**src/rtl/frame_buf_pingpong_ctrl_pkg.sv**
```systemverilog
// Shared definitions for the ping-pong frame buffer controller.
// A bank index is a single bit because the memory is split into two halves.
package fb_pkg;
    localparam int FB_BANKS = 2;
    typedef logic bank_t;
endpackage

```
**src/rtl/frame_buf_pingpong_ctrl_if.sv**
```systemverilog
// Producer stream, consumer stream and dual-port memory signals of the controller.
// The controller takes the slave view; the surrounding system (source, sink, memory) takes the master view.
interface frame_buf_pingpong_ctrl_if #(
    parameter int DATA_WIDTH = 16,
    parameter int ADDR_WIDTH = 3
);
    logic                  in_valid;
    logic                  in_ready;
    logic [DATA_WIDTH-1:0] in_data;
    logic                  out_valid;
    logic                  out_ready;
    logic [DATA_WIDTH-1:0] out_data;
    logic                  out_last;
    logic                  frame_wr_done;
    logic                  frame_rd_done;
    logic                  mem_wr_en;
    logic [ADDR_WIDTH:0]   mem_wr_addr;
    logic [DATA_WIDTH-1:0] mem_wr_data;
    logic                  mem_rd_en;
    logic [ADDR_WIDTH:0]   mem_rd_addr;
    logic [DATA_WIDTH-1:0] mem_rd_data;

    modport slave (
        input  in_valid, in_data, out_ready, mem_rd_data,
        output in_ready, out_valid, out_data, out_last, frame_wr_done, frame_rd_done,
        output mem_wr_en, mem_wr_addr, mem_wr_data, mem_rd_en, mem_rd_addr
    );

    modport master (
        output in_valid, in_data, out_ready, mem_rd_data,
        input  in_ready, out_valid, out_data, out_last, frame_wr_done, frame_rd_done,
        input  mem_wr_en, mem_wr_addr, mem_wr_data, mem_rd_en, mem_rd_addr
    );
endinterface

```
**src/rtl/frame_buf_pingpong_ctrl_skid_buf.sv**
```systemverilog
// Two-entry FIFO that catches registered memory read data so the consumer can stall freely.
// The caller's read credit guarantees a push never arrives while both entries are occupied.
module fb_skid_buf #(
    parameter int WIDTH = 17
) (
    input  logic             clk,
    input  logic             reset,
    input  logic             push_i,
    input  logic [WIDTH-1:0] push_data_i,
    input  logic             pop_i,
    output logic             valid_o,
    output logic [WIDTH-1:0] data_o,
    output logic [1:0]       count_o
);
    logic [WIDTH-1:0] entry_q [2];
    logic             wr_idx_q;
    logic             rd_idx_q;
    logic [1:0]       count_q;
    logic [1:0]       count_d;
    logic             do_pop;

    always_comb begin
        do_pop  = pop_i & (count_q != 2'd0);
        count_d = count_q + {1'b0, push_i} - {1'b0, do_pop};
    end

    always_ff @(posedge clk) begin
        if (reset) begin
            wr_idx_q <= 1'b0;
            rd_idx_q <= 1'b0;
            count_q  <= 2'd0;
        end else begin
            if (push_i) begin
                entry_q[wr_idx_q] <= push_data_i;
                wr_idx_q          <= ~wr_idx_q;
            end
            if (do_pop) begin
                rd_idx_q <= ~rd_idx_q;
            end
            count_q <= count_d;
        end
    end

    assign valid_o = (count_q != 2'd0);
    assign data_o  = entry_q[rd_idx_q];
    assign count_o = count_q;
endmodule

```
**src/rtl/frame_buf_pingpong_ctrl.sv**
```systemverilog
// Ping-pong controller: the producer fills one memory bank while the consumer drains the other,
// and the banks swap roles each time a full frame has been written or read out.
module frame_buf_pingpong_ctrl
    import fb_pkg::*;
#(
    parameter int DATA_WIDTH = 16,
    parameter int ADDR_WIDTH = 3
) (
    input  logic                     clk,
    input  logic                     reset,
    frame_buf_pingpong_ctrl_if.slave bus
);
    localparam logic [ADDR_WIDTH-1:0] PTR_LAST = '1;

    bank_t                 wr_bank_q, wr_bank_d;
    bank_t                 rd_bank_q, rd_bank_d;
    logic [ADDR_WIDTH-1:0] wr_ptr_q, wr_ptr_d;
    logic [ADDR_WIDTH-1:0] rd_ptr_q, rd_ptr_d;
    logic [FB_BANKS-1:0]   bank_full_q, bank_full_d;
    logic                  rd_inflight_q, rd_inflight_d;
    logic                  rd_last_q, rd_last_d;

    logic                  in_ready;
    logic                  wr_accept;
    logic                  wr_frame_end;
    logic                  rd_issue;
    logic                  rd_frame_end;
    logic                  out_pop;
    logic [1:0]            skid_count;
    logic [1:0]            skid_occ;
    logic                  skid_valid;
    logic [DATA_WIDTH:0]   skid_data;

    // The word leaving the skid this cycle frees its slot, so it is credited back
    // immediately; without that the reader would bubble instead of streaming one word per cycle.
    always_comb begin
        in_ready     = !bank_full_q[wr_bank_q];
        wr_accept    = bus.in_valid & in_ready;
        wr_frame_end = wr_accept & (wr_ptr_q == PTR_LAST);
        out_pop      = skid_valid & bus.out_ready;
        skid_occ     = skid_count + {1'b0, rd_inflight_q} - {1'b0, out_pop};
        rd_issue     = bank_full_q[rd_bank_q] & (skid_occ < 2'd2);
        rd_frame_end = rd_issue & (rd_ptr_q == PTR_LAST);

        wr_ptr_d      = wr_ptr_q;
        wr_bank_d     = wr_bank_q;
        rd_ptr_d      = rd_ptr_q;
        rd_bank_d     = rd_bank_q;
        bank_full_d   = bank_full_q;
        rd_inflight_d = rd_issue;
        rd_last_d     = rd_frame_end;

        if (wr_accept) begin
            wr_ptr_d = wr_ptr_q + ADDR_WIDTH'(1);
        end
        if (wr_frame_end) begin
            bank_full_d[wr_bank_q] = 1'b1;
            wr_bank_d              = ~wr_bank_q;
        end
        if (rd_issue) begin
            rd_ptr_d = rd_ptr_q + ADDR_WIDTH'(1);
        end
        // The write bank is always empty and the read bank full, so these never collide.
        if (rd_frame_end) begin
            bank_full_d[rd_bank_q] = 1'b0;
            rd_bank_d              = ~rd_bank_q;
        end
    end

    always_ff @(posedge clk) begin
        if (reset) begin
            wr_bank_q     <= 1'b0;
            rd_bank_q     <= 1'b0;
            wr_ptr_q      <= '0;
            rd_ptr_q      <= '0;
            bank_full_q   <= '0;
            rd_inflight_q <= 1'b0;
            rd_last_q     <= 1'b0;
        end else begin
            wr_bank_q     <= wr_bank_d;
            rd_bank_q     <= rd_bank_d;
            wr_ptr_q      <= wr_ptr_d;
            rd_ptr_q      <= rd_ptr_d;
            bank_full_q   <= bank_full_d;
            rd_inflight_q <= rd_inflight_d;
            rd_last_q     <= rd_last_d;
        end
    end

    fb_skid_buf #(
        .WIDTH(DATA_WIDTH + 1)
    ) u_skid (
        .clk        (clk),
        .reset      (reset),
        .push_i     (rd_inflight_q),
        .push_data_i({rd_last_q, bus.mem_rd_data}),
        .pop_i      (out_pop),
        .valid_o    (skid_valid),
        .data_o     (skid_data),
        .count_o    (skid_count)
    );

    assign bus.in_ready      = in_ready;
    assign bus.mem_wr_en     = wr_accept;
    assign bus.mem_wr_addr   = {wr_bank_q, wr_ptr_q};
    assign bus.mem_wr_data   = bus.in_data;
    assign bus.frame_wr_done = wr_frame_end;
    assign bus.mem_rd_en     = rd_issue;
    assign bus.mem_rd_addr   = {rd_bank_q, rd_ptr_q};
    assign bus.out_valid     = skid_valid;
    assign bus.out_data      = skid_data[DATA_WIDTH-1:0];
    assign bus.out_last      = skid_valid & skid_data[DATA_WIDTH];
    assign bus.frame_rd_done = out_pop & skid_data[DATA_WIDTH];
endmodule

```
**src/flat_wrapper.sv**
```systemverilog
// flat-port wrapper written by rule: the top's interface ports become plain ports
module frame_buf_pingpong_ctrl_flat import fb_pkg::*;
#(
    parameter int DATA_WIDTH = 16,
    parameter int ADDR_WIDTH = 3
)
  (clk, reset, bus_in_valid, bus_in_data, bus_out_ready, bus_mem_rd_data, bus_in_ready, bus_out_valid, bus_out_data, bus_out_last, bus_frame_wr_done, bus_frame_rd_done, bus_mem_wr_en, bus_mem_wr_addr, bus_mem_wr_data, bus_mem_rd_en, bus_mem_rd_addr);
  frame_buf_pingpong_ctrl_if #(.DATA_WIDTH(DATA_WIDTH), .ADDR_WIDTH(ADDR_WIDTH)) bus_i ();
  input  logic clk;
  input  logic reset;
  input wire logic [$bits(bus_i.in_valid)-1:0] bus_in_valid;
  input wire logic [$bits(bus_i.in_data)-1:0] bus_in_data;
  input wire logic [$bits(bus_i.out_ready)-1:0] bus_out_ready;
  input wire logic [$bits(bus_i.mem_rd_data)-1:0] bus_mem_rd_data;
  output wire logic [$bits(bus_i.in_ready)-1:0] bus_in_ready;
  output wire logic [$bits(bus_i.out_valid)-1:0] bus_out_valid;
  output wire logic [$bits(bus_i.out_data)-1:0] bus_out_data;
  output wire logic [$bits(bus_i.out_last)-1:0] bus_out_last;
  output wire logic [$bits(bus_i.frame_wr_done)-1:0] bus_frame_wr_done;
  output wire logic [$bits(bus_i.frame_rd_done)-1:0] bus_frame_rd_done;
  output wire logic [$bits(bus_i.mem_wr_en)-1:0] bus_mem_wr_en;
  output wire logic [$bits(bus_i.mem_wr_addr)-1:0] bus_mem_wr_addr;
  output wire logic [$bits(bus_i.mem_wr_data)-1:0] bus_mem_wr_data;
  output wire logic [$bits(bus_i.mem_rd_en)-1:0] bus_mem_rd_en;
  output wire logic [$bits(bus_i.mem_rd_addr)-1:0] bus_mem_rd_addr;
  assign bus_i.in_valid = bus_in_valid;
  assign bus_i.in_data = bus_in_data;
  assign bus_i.out_ready = bus_out_ready;
  assign bus_i.mem_rd_data = bus_mem_rd_data;
  assign bus_in_ready = bus_i.in_ready;
  assign bus_out_valid = bus_i.out_valid;
  assign bus_out_data = bus_i.out_data;
  assign bus_out_last = bus_i.out_last;
  assign bus_frame_wr_done = bus_i.frame_wr_done;
  assign bus_frame_rd_done = bus_i.frame_rd_done;
  assign bus_mem_wr_en = bus_i.mem_wr_en;
  assign bus_mem_wr_addr = bus_i.mem_wr_addr;
  assign bus_mem_wr_data = bus_i.mem_wr_data;
  assign bus_mem_rd_en = bus_i.mem_rd_en;
  assign bus_mem_rd_addr = bus_i.mem_rd_addr;
  frame_buf_pingpong_ctrl #(.DATA_WIDTH(DATA_WIDTH), .ADDR_WIDTH(ADDR_WIDTH)) u_core (.clk(clk), .reset(reset), .bus(bus_i));
endmodule
```
**config.mk**
```make
export PLATFORM = sky130hd
export DESIGN_NAME = frame_buf_pingpong_ctrl_flat
export DESIGN_NICKNAME = d
export VERILOG_FILES = /design/src/rtl/frame_buf_pingpong_ctrl_pkg.sv /design/src/rtl/frame_buf_pingpong_ctrl_if.sv /design/src/rtl/frame_buf_pingpong_ctrl_skid_buf.sv /design/src/rtl/frame_buf_pingpong_ctrl.sv /design/src/flat_wrapper.sv
export SDC_FILE = /design/constraint.sdc
export NUM_CORES = 1
export LEC_CHECK = 0
export ABC_AREA = 1
export CORE_MARGIN = 8
export CORE_UTILIZATION = 43
export CTS_CLUSTER_SIZE = 10
export DETAILED_ROUTE_END_ITERATION = 7
export PLACE_DENSITY = 0.79
export SKIP_LAST_GASP = 1
export SYNTH_ARGS = -nofsm -noshare
export SYNTH_HDL_FRONTEND = slang
export SYNTH_SLANG_ARGS = --single-unit
```
**constraint.sdc**
```tcl
create_clock -name clk -period 3 [get_ports clk]
set_input_delay 0.6 -clock clk [delete_from_list [all_inputs] [get_ports clk]]
set_output_delay 0.6 -clock clk [all_outputs]
set_load 0.05 [all_outputs]
```
Yosys cells after proc, flatten, opt, wreduce, memory -nomap -nowiden
Memory sizes are Yosys's and may differ from the RTL's. A register that Yosys moved wholly into a read port is not among the register bits. Cells that the tools add are included.

Input port bits: 36. Register bits after elaboration: 16. Word-level logic and storage cells: 57. RAM bits: 34. Memories kept: 1. Output and inout bits: 47.

Memories: u_core.u_skid.entry_q (depth 2, bits a word 17, read ports 1, clocked after Yosys merged registers in 1, write ports 1, RTL line frame_buf_pingpong_ctrl_skid_buf.sv:15) `logic [WIDTH-1:0] entry_q [2];`.

Order comparisons: 5. Add/subtract/negate cells: 5. Equal/unequal tests: 2. Bitwise operators: 15. Reductions and logical operators: 4. Mux-type cells: 15.

Operator list (number): $mux 1 (11); $and 1x1->1 (8); $add 3x1->3 const B (2); $eq 3x3->1 const B (2); $lt 1x2->1 const B (2); $mux 2 (2); $not 1->1 (4); $sub 2x1->2 (2); $add 2x1->2 (1); $and 2x2->2 (1); $demux 1 s1 (2); $ge 1x1->1 const B (2); $logic_and 1x1->1 (2); $lt 2x2->1 const B (1); $not 2->2 (1); $or 2x2->2 (1); $reduce_bool 2->1 (1); $logic_not 1->1 (1).

Longest topological paths before layout
Depth in word-level cells: 8. Gate-level depth with buffers: 14. Mapped depth without buffers: 14.

Hierarchy
A second synthesis with hierarchy kept.

Cells, all modules: 188. Area total of the unflattened synthesis: 2244.7 um2.

Modules (own cells, without submodules): fb_skid_buf (cells an instance 89, instances 1, sequential area each 1121.1 um2, area each 1521.5 um2); frame_buf_pingpong_ctrl (cells an instance 99, instances 1, sequential area each 240.2 um2, area each 723.2 um2).

Least setup slack after synthesis
Ideal clock, no wire load.

Path type: input port to flip-flop. From: input port reset. To: memory u_core.u_skid.entry_q[1][0] (enable). Setup time: 412 ps. Stages: 2. Buffers on the path: 1. Arrival time: 2048 ps. Data required time: 2588 ps. Slack: 540 ps. Cells stage by stage: clkbuf_1 -> nor3_1.

Word-level cells in the longest chain between the ends: 2.

Ends and longest elaborated chain: start, declared (RTL line flat_wrapper.sv:10) `input logic reset;`; $mux 1 (RTL line frame_buf_pingpong_ctrl_skid_buf.sv:28) `if (reset) begin`; $mux 1 (not written as such) (RTL line frame_buf_pingpong_ctrl_skid_buf.sv:34) `entry_q[wr_idx_q] <= push_data_i;`; end, declared (RTL line frame_buf_pingpong_ctrl_skid_buf.sv:15).

Every way passes these cells.

Worst setup path in the final report
From: input port bus_out_ready. To: output port bus_mem_rd_en.

Word-level cells in the longest chain between the ends: 4.

Ends and longest elaborated chain: start, declared (RTL line flat_wrapper.sv:13) `input wire logic [$bits(bus_i.out_ready)-1:0] bus_out_ready;`; $and 1x1->1 (RTL line frame_buf_pingpong_ctrl.sv:40) `out_pop = skid_valid & bus.out_ready;`; $sub 2x1->2 (RTL line frame_buf_pingpong_ctrl.sv:41) `skid_occ = skid_count + {1'b0, rd_inflight_q} - {1'b0, out_pop};`; $lt 2x2->1 (RTL line frame_buf_pingpong_ctrl.sv:42) `rd_issue = bank_full_q[rd_bank_q] & (skid_occ < 2'd2);`; $and 1x1->1 (RTL line frame_buf_pingpong_ctrl.sv:42); end, declared (RTL line flat_wrapper.sv:24) `output wire logic [$bits(bus_i.mem_rd_en)-1:0] bus_mem_rd_en;`.

Every way passes these cells.

==> metrics <==
pre-CTS WS 361 ps; Final Hold Viols 0; Reg clk slew, reported paths 90 ps; Die W 86.9 um; Syn Nets 219; prevailing post-synth register cell edfxtp_1; clk buf depth 2; Synthesis Warnings 0; Final setup viols 0; Final Cycle Share 0.877; Clock Skew 2.14 ps; WL final 3.64 mm; Setup Fix Bufs, Post-CTS 0; CTS tree done; critical path's largest stage delay 460 ps; Placed Area 0.00263 mm^2; CP required 2400 ps; dpl hpwl 2.74 mm; cts hold-fix bufs 0; antenna violations before repair 0; run status finished, final reports clean; Initial DRC Count 81; vias per inst 4.49; CTS resizes 0; RSZ-0062 raised after global routing no; post-synthesis sequential area ratio 0.629; leading area contributor after synthesis edfxtp_1; CP Cell Sequence clkdlybuf4s50_1, nand2_1, inv_2, ha_1, inv_1, nand2_1, nand3_1, nand2_2, nand2_4, inv_2, buf_12; Pwr Density 530 mW/mm^2; Die H 86.9 um; min setup slack post-route 368 ps; post-layout min period 2630 ps; slowest CP cell clkdlybuf4s50_1; critical path startpoint category primary input; Site Rows 26; initial core utilization 0.435; Largest delay share family, worst path buffers and inverters; hold path start u_core.rd_last_q$_SDFF_PP0_; fraction of registers with async set/reset 0; first-pass GRT wire length 5.91 mm; Final Wtd Congestion 0.758; max_cap viols 0; WP depth 11; # clock sinks 51; number of synthesized flops with an enable pin 34; most area-consuming cells after synthesis edfxtp_1, dfxtp_1, mux2_1; R2R depth 13; Reg-to-Reg End u_core.rd_ptr_q[0]$_SDFFE_PP0P_; worst ir drop on vdd 0.209 mV; Buffers & Inverters on Critical Path 5; WHS Path Cells 0; vias 1,289; H-tree levels 2; Worst-Skew Late Latency 290 ps; nets 258; die footprint 0.00756 mm^2; post-DR wirelength/cell 12.7 um; crit path max fanout 8; grt ovf 0; Worst EP arrival 2030 ps; worst hold slack 435 ps; Mapped Cells 177; post-route cell area 0.00274 mm^2; drt first pass iters 4; Mean Syn Cell Area 12.2 um^2; vias in the first global route 1,273; Crit Path Category in2out; Root Buffer clkbuf_8; register-to-register setup slack 1300 ps; Lkg Pwr 1.04 nW; Yosys reg bits 51; post-synth cell types 26; layout cells sized above 1 0.134; Slew Viols, Final 0; most common cell in the netlist edfxtp_1; Util after Layout 0.550; CP endpoint kind primary output; Port Buffers 50; Worst-Margin Slew 514 ps; Max Clk Rate 380 MHz; core footprint 0.00498 mm^2; area growth from synthesis to layout 26.6%; post-route ant nets 0; Commonest cells post-synth edfxtp_1, nand2_1, buf_4, dfxtp_1; R2R Path Start u_core.u_skid.count_o[1]$_SDFF_PP0_; Min-Delay Endpoint u_core.u_skid.entry_q[0][16]$_DFFE_PP_; headroom to the max-slew limit 0.656; pin count of the biggest net entering global routing 18; gr usage total 0.101; Ant. Diodes 0; mapped cell area 0.00216 mm^2; HP Class reg2reg; Residual DRC 0; Ports 83; top cell type's share of synthesized area 0.472; Total Neg Setup Slack 0 ps; TritonCTS Buffers 5
sequential cells by signal, indices dropped and copies added (netlist names), named ones only:
signal,flops
u_core.u_skid.entry_q,34
u_core.rd_ptr_q,3
u_core.u_skid.count_o,2
u_core.u_skid.rd_idx_q,1
u_core.bank_full_q,2
u_core.wr_ptr_q,3
u_core.rd_inflight_q,1
u_core.u_skid.wr_idx_q,1
u_core.rd_last_q,1
u_core.wr_bank_q,1
u_core.rd_bank_q,1
worst max-delay path by stage:
| stage | slack (ps) | endpoint | from |
|---|---|---|---|
| after floorplan | 540 | u_core.u_skid.entry_q[1][0]$_DFFE_PP_ | reset |
| after global placement | 390 | bus_mem_rd_en | bus_out_ready |
| after detailed placement | 360 | bus_mem_rd_en | bus_out_ready |
| after CTS | 350 | bus_mem_rd_en | bus_out_ready |
| after global routing | 180 | bus_mem_rd_en | bus_out_ready |
| final | 370 | bus_mem_rd_en | bus_out_ready |
where the power goes:
group          total, mW  switching, mW  internal [mW]
Sequential         0.762        0.00592          0.756
Combinational      0.231          0.142         0.0882
Clock              0.458          0.210          0.248
Total               1.45          0.358           1.09
final cells by class:
| class | instances | area (um^2) |
|---|---|---|
| Sequential cell | 51 | 1360 |
| Multi-Input combinational cell | 85 | 574 |
| Timing Repair Buffer | 53 | 526 |
| Fill cell | 422 | 2240 |
| Clock buffer | 5 | 68.8 |
| Tap cell | 70 | 87.6 |
| Inverter | 20 | 77.6 |
| Clock inverter | 3 | 43.8 |
cell families (layout without fill, tap and decap cells):
family / count (synthesis) / after routing / share of synthesized area
and+or+nand+nor: 48 / 48 / 0.108
AOI/OAI and AO/OA: 14 / 14 / 0.0330
buffers and inverters: 41 / 81 / 0.108
muxes: 17 / 17 / 0.0879
DFF: 51 / 51 / 0.629
adders and majority gates: 6 / 6 / 0.0347
layout by cell type, fill, tap and decap left out, types with 6 or more instances in the layout:
cell	n
a21oi_1	8
buf_4	6
clkdlybuf4s50_1	46
dfxtp_1	17
edfxtp_1	34
ha_1	6
inv_1	12
inv_2	6
mux2_1	16
nand2_1	22
nor2_1	16
per-layer routing:
metal,global-route usage,up-vias,wire [um]
li1,-,652,-
met2,0.163,40,1610
met5,0,-,0
met3,0.0443,2,290
met1,0.120,595,1730
met4,0.0235,0,12
through the flow:
stage,std cells,power (mW)
5_1_grt,287,1.51
2_1_floorplan,177,0.985
6_report,287,1.45
3_3_place_gp,279,1.01
3_5_place_dp,279,1.01
4_1_cts,287,1.47
Power figures use the tool's default switching activity.
